## src/rtl/phy_stats_regs.sv

```systemverilog
// Statistics register block: syncs gray-coded PHY frame counters into clk and
// extends them into clearable accumulators on the iomem bus. Optional: STATS_SNAPSHOT_EN.
module phy_stats_regs #(
  parameter int unsigned PHY_NUM   = 4,
  parameter logic [31:0] BASE_ADDR = 32'h0300_0000,
  parameter int unsigned CNT_W     = 16,
  parameter int unsigned ACC_W     = 32
) (
  input  logic                     clk,
  input  logic                     rst_n,
  input  logic [PHY_NUM*CNT_W-1:0] rx_succ_gray,
  input  logic [PHY_NUM*CNT_W-1:0] rx_of_gray,
  input  logic [PHY_NUM*CNT_W-1:0] tx_succ_gray,
  input  logic [PHY_NUM*CNT_W-1:0] tx_fail_gray,
  input  logic                     iomem_valid,
  input  logic [3:0]               iomem_wstrb,
  input  logic [31:0]              iomem_addr,
  input  logic [31:0]              iomem_wdata,
  output logic                     iomem_ready,
  output logic [31:0]              iomem_rdata
);

  localparam int unsigned N     = 4 * PHY_NUM;
  localparam int unsigned IDX_W = $clog2(N);

  typedef enum logic {PRIME, RUN} state_t;

  state_t           state_q, state_d;
  logic [IDX_W-1:0] idx_q, idx_d;
  logic [1:0]       fill_q;
  logic             scan_en;

  logic [CNT_W-1:0] gray_in [N];
  logic [CNT_W-1:0] s1_q    [N];
  logic [CNT_W-1:0] s2_q    [N];
  logic [CNT_W-1:0] bin_q   [N];
  logic [CNT_W-1:0] prev_q  [N];
  logic [ACC_W-1:0] acc_q   [N];

  logic [CNT_W-1:0] bin_sel, delta;
  logic [ACC_W-1:0] acc_sum;

  logic [31:0]      offset, rd_val;
  logic [IDX_W-1:0] bus_k;
  logic             cnt_hit, ctrl_hit, req, wr, clr;
  logic             unused_wdata;

  function automatic logic [CNT_W-1:0] gray2bin(input logic [CNT_W-1:0] g);
    logic [CNT_W-1:0] b;
    b[CNT_W-1] = g[CNT_W-1];
    for (int unsigned i = 1; i < CNT_W; i++)
      b[CNT_W-1-i] = b[CNT_W-i] ^ g[CNT_W-1-i];
    return b;
  endfunction

  always_comb begin
    for (int unsigned k = 0; k < N; k++) gray_in[k] = '0;
    for (int unsigned p = 0; p < PHY_NUM; p++) begin
      gray_in[4*p]   = rx_succ_gray[p*CNT_W +: CNT_W];
      gray_in[4*p+1] = rx_of_gray[p*CNT_W +: CNT_W];
      gray_in[4*p+2] = tx_succ_gray[p*CNT_W +: CNT_W];
      gray_in[4*p+3] = tx_fail_gray[p*CNT_W +: CNT_W];
    end
  end

  always_ff @(posedge clk) begin
    if (!rst_n) begin
      for (int unsigned k = 0; k < N; k++) begin
        s1_q[k]  <= '0;
        s2_q[k]  <= '0;
        bin_q[k] <= '0;
      end
    end else begin
      for (int unsigned k = 0; k < N; k++) begin
        s1_q[k]  <= gray_in[k];
        s2_q[k]  <= s1_q[k];
        bin_q[k] <= gray2bin(s2_q[k]);
      end
    end
  end

  // Scanner stalls at k=0 until the 3-deep sync/convert pipe holds real input,
  // so PRIME never latches the post-reset zeros as a baseline.
  assign scan_en = (fill_q == 2'd3);

  always_ff @(posedge clk) begin
    if (!rst_n) begin
      state_q <= PRIME;
      idx_q   <= '0;
      fill_q  <= '0;
    end else begin
      state_q <= state_d;
      idx_q   <= idx_d;
      if (!scan_en) fill_q <= fill_q + 2'd1;
    end
  end

  always_comb begin
    state_d = state_q;
    idx_d   = idx_q;
    if (scan_en) begin
      idx_d = (idx_q == IDX_W'(N-1)) ? '0 : idx_q + 1'b1;
      if (state_q == PRIME && idx_q == IDX_W'(N-1)) state_d = RUN;
    end
  end

  assign bin_sel = bin_q[idx_q];
  assign delta   = bin_sel - prev_q[idx_q];
  assign acc_sum = acc_q[idx_q] + ACC_W'(delta);

  assign offset  = iomem_addr - BASE_ADDR;
  assign cnt_hit = (offset[31:8] < 24'(PHY_NUM)) && (offset[7:4] == 4'd0) &&
                   (offset[1:0] == 2'd0);
  assign bus_k   = IDX_W'({offset[31:8], offset[3:2]});
  assign wr      = |iomem_wstrb;
  assign req     = iomem_valid && !iomem_ready && (cnt_hit || ctrl_hit);
  assign clr     = req && wr && cnt_hit;
  assign unused_wdata = ^iomem_wdata;

`ifdef STATS_SNAPSHOT_EN
  logic [ACC_W-1:0] shadow_q [N];

  assign ctrl_hit = (offset == 32'h0000_1000);
  assign rd_val   = ctrl_hit ? 32'h1 : 32'(shadow_q[bus_k]);

  always_ff @(posedge clk) begin
    if (!rst_n) begin
      for (int unsigned k = 0; k < N; k++) shadow_q[k] <= '0;
    end else if (req && wr && ctrl_hit && iomem_wdata[0]) begin
      for (int unsigned k = 0; k < N; k++) shadow_q[k] <= acc_q[k];
    end
  end
`else
  assign ctrl_hit = 1'b0;
  assign rd_val   = 32'(acc_q[bus_k]);
`endif

  always_ff @(posedge clk) begin
    if (!rst_n) begin
      for (int unsigned k = 0; k < N; k++) begin
        acc_q[k]  <= '0;
        prev_q[k] <= '0;
      end
      iomem_ready <= 1'b0;
      iomem_rdata <= '0;
    end else begin
      iomem_ready <= req;
      if (req) iomem_rdata <= wr ? '0 : rd_val;
      if (scan_en) begin
        prev_q[idx_q] <= bin_sel;
        if (state_q == RUN) acc_q[idx_q] <= acc_sum;
      end
      // Later assignment wins: a clear discards a same-cycle scanner delta.
      if (clr) acc_q[bus_k] <= '0;
    end
  end

endmodule

```

## config.mk

```make
export PLATFORM = sky130hd
export DESIGN_NAME = phy_stats_regs
export DESIGN_NICKNAME = d
export VERILOG_FILES = /design/src/rtl/phy_stats_regs.sv
export SDC_FILE = /design/constraint.sdc
export NUM_CORES = 2
export LEC_CHECK = 0
export CAP_MARGIN = 20
export CORE_MARGIN = 4
export CORE_UTILIZATION = 60
export DETAILED_ROUTE_END_ITERATION = 16
export PLACE_DENSITY_LB_ADDON = 0.1
export SETUP_SLACK_MARGIN = 0.1
export SKIP_CTS_REPAIR_TIMING = 1
export SLEW_MARGIN = 5
export SYNTH_ARGS = -nofsm -noshare
export SYNTH_HDL_FRONTEND = slang
export SYNTH_SLANG_ARGS = --single-unit
```

## constraint.sdc

```tcl
create_clock -name clk -period 9.7 [get_ports clk]
set_clock_uncertainty 0.2 [all_clocks]
set_input_delay 2.425 -clock clk [delete_from_list [all_inputs] [get_ports clk]]
set_output_delay 2.425 -clock clk [all_outputs]
set_load 0.02 [all_outputs]
```

==> metrics.md <==
| Metric | Value |
|---|---|
| Outcome | finished, final reports clean |
| Setup Viol. Count Final | 0 |
| CP peak stage delay | 0.91 ns |
| Initial antenna violation count | 7 |
| Slowest cell on crit path | dfxtp_4 |
| WS Path Type | flip-flop to flip-flop |
| Pwr/cell area | 201 nW/µm² |
| DP HPWL | 118000 µm |
| Worst EP arrival | 8.74 ns |
| Post-synth EDFFs | 256 |
| Register area share after synthesis | 0.508 |
| Clock latency on the worst-skew pair | 0.78 ns |
| Commonest cells after routing, fill and taps aside | dfxtp_1, nor2_1, and2_1 |
| Final TNS setup | 0 ns |
| Placed Instances | 7582 |
| Vias in the first global route | 47399 |
| Startpoint types | flip-flop |
| Vias/cell | 6.20 |
| CTS H-tree depth | 4 |
| Max FO, Critical Path | 39 |
| Synth Flop Type | dfxtp_1 |
| Post-synthesis net count | 6523 |
| Total detailed-routing wirelength | 194000 µm |
| Commonest non-fill, non-tap cell in the layout | dfxtp_1 |
| Area Overhead vs Synth | 14.4% |
| Critical path capture point type | flip-flop |
| Detailed router's first-iteration violation count | 6226 |
| Crit share post-route | 0.858 |
| Final non-filler cell total | roughly 7900 |
| Share of cells above drive strength 1 | 0.144 |
| Mapped cell area | 67300 µm² |
| CTS tree | done |
| Root Driver | clkbuf_16 |
| Max cap viols | 0 |
| Min-Delay Path Class | flip-flop to flip-flop |
| Synth Register Bits | 1580 |
| DRC viols | 0 |
| # rows | roughly 120 |
| Final Max Slew Viols | 0 |
| DR WL/cell | between 20 and 25 µm |
| Final hold viol count | 0 |
| Cells after synthesis | 6158 |
| Fillers | a little over 8000 |
| Worst-margin pin slew | 1.20 ns |
| I/O Buffers | 327 |
| Gr ovfl total | 0 |
| Global placer's final weighted congestion | about 0.87 |
| CP most frequent cell | a21o_1 |
| Synthesized area per cell | 10.9 µm² |
| Number of antenna-violating nets in the routed design | 0 |
| Nets | ~6600 |
| Cell variety after synth | 66 |
| Sink Count | 1580 |
| Clock Tree Buf Depth | 3 |
| RSZ-0062 raised after global routing | false |
| Req. time, crit path | 10.13 ns |
| Largest net degree at the start of global routing | 301 |
| Worst-path clk slew | ~0.060 ns |
| Leak | 29.0 nW |
| Min Tclk post-route | 8.32 ns |
| Die Height | between 300 and 400 µm |
| Peak supply drop | 0.168 mV |
| First-pass GRT wire length | 287000 µm |
| Worst Hold Slack | 0.219 ns |
| Die width | about 340 µm |
| I/O pin cnt | between 300 and 400 |
| Die ar. | approximately 120000 µm² |
| Num CTS Buffers | 158 |
| Initial Util | 0.606 |
| Max-slew headroom | 0.199 |
| Total GRT Usage | 0.324 |
| DRT Pass-1 Iters | 8 |
| YS warnings | 0 |
| Total Power | 15.4 mW |
| Core Area | 111000 µm² |
| Maximum clock rate | ~120 MHz |
| Post-synth ARST share | 0 |
| Via count | 48909 |
[cell families (layout without fill, tap and decap cells)]
kind of cell,count (synthesis),after routing,synth area share
AOI/OAI and AO/OA,696,696,0.0618
xor gates and xnor gates,309,309,0.0507
adders and majority gates,38,38,0.00729
buffers and inverters,558,794,0.0343
DFF,1580,1580,0.508
muxes,506,506,0.161
other,0,3,0
and+or+nand+nor,2471,2471,0.177
[through the flow]
step	worst slack (ns)	instance area (µm²)	utilization
global route	1.05	76900	0.693
detailed placement	1.61	71600	0.645
global placement	1.72	71500	0.645
floorplan	2.42	67300	-
finish	1.38	76900	0.693
CTS	1.52	76800	0.692
[metal layers]
metal / vias up / routed length, µm / share of wire / global-route usage
li1: 21778 / - / - / -
met1: 23486 / 71600 / 0.37 / 0.426
met2: 2976 / 88400 / 0.46 / 0.510
met3: 667 / 23100 / 0.12 / 0.0748
met4: 2 / 10700 / 0.055 / 0.157
met5: - / 13 / 0.000067 / 0
[power by group]
part | internal, mW | switching, mW | leakage [nW]
registers | 7.00 | 0.132 | 13.5
clock network | 3.49 | 2.64 | 2.57
logic | 0.935 | 1.26 | 13.0
[critical path: cells and delay by family, from the launching register on]
| kind | cells | cell delay [ns] |
|---|---|---|
| compound gates | 15 | 4.30 |
| buf+inv | 2 | 0.46 |
| mux | 1 | 0.56 |
| fa+ha+maj | 2 | 0.71 |
| xor+xnor | 1 | 0.28 |
| simple gates | 5 | 0.70 |
| flops | 1 | 0.91 |
[cell type report]
type | instances | area, µm² | share of cell area
timing repair buffer | 458 | 4420 | 0.0574
inverter | 43 | 169 | 0.00220
sequential | 1580 | 34200 | 0.445
multi-input combinational | 4020 | 31000 | 0.403
clock inverter | 67 | 759 | 0.00987
antenna | 3 | 7.51 | 0.0000976
clock buffer | 226 | 4510 | 0.0586
tap | 1488 | 1860 | 0.0242
[flip-flops by register name (all words and copies together) (netlist names), named ones only]
register / count
acc_q: 512
bin_q: 256
prev_q: 256
s1_q: 256
s2_q: 256
iomem_rdata: 32
idx_q: 4
fill_q: 2
iomem_ready: 1
state_q: 1
[synthesized netlist by cell type (all sizes together) (64+ instances only)]
cell / count / area (µm²)
a21oi: 275 / 1380
a31oi: 145 / 907
and2: 659 / 4120
buf: 105 / 609
clkbuf: 410 / 1540
dfxtp: 1324 / 26500
edfxtp: 256 / 7690
mux4: 454 / 10300
nand2: 367 / 1380
nand3: 401 / 2020
nor2: 834 / 3130
o21a: 70 / 526
o22ai: 64 / 400
xnor2: 201 / 1780
[path summary, 6_finish.rpt]
| path | from | to | slack (ns) | cells past startpoint |
|---|---|---|---|---|
| setup / recovery | flip-flop | acc_q[8][23]$_SDFFE_PP0P_ | 1.38 | 26 |
| hold / removal | s1_q[0][71]$_SDFF_PN0_ | s2_q[0][71]$_SDFF_PN0_ | 0.22 | 1 |
| setup reg to reg | flip-flop | acc_q[8][23]$_SDFFE_PP0P_ | 1.38 | 26 |
| hold reg to reg | s1_q[0][71]$_SDFF_PN0_ | s2_q[0][71]$_SDFF_PN0_ | 0.22 | 1 |
(Power assumes the default switching activity.)
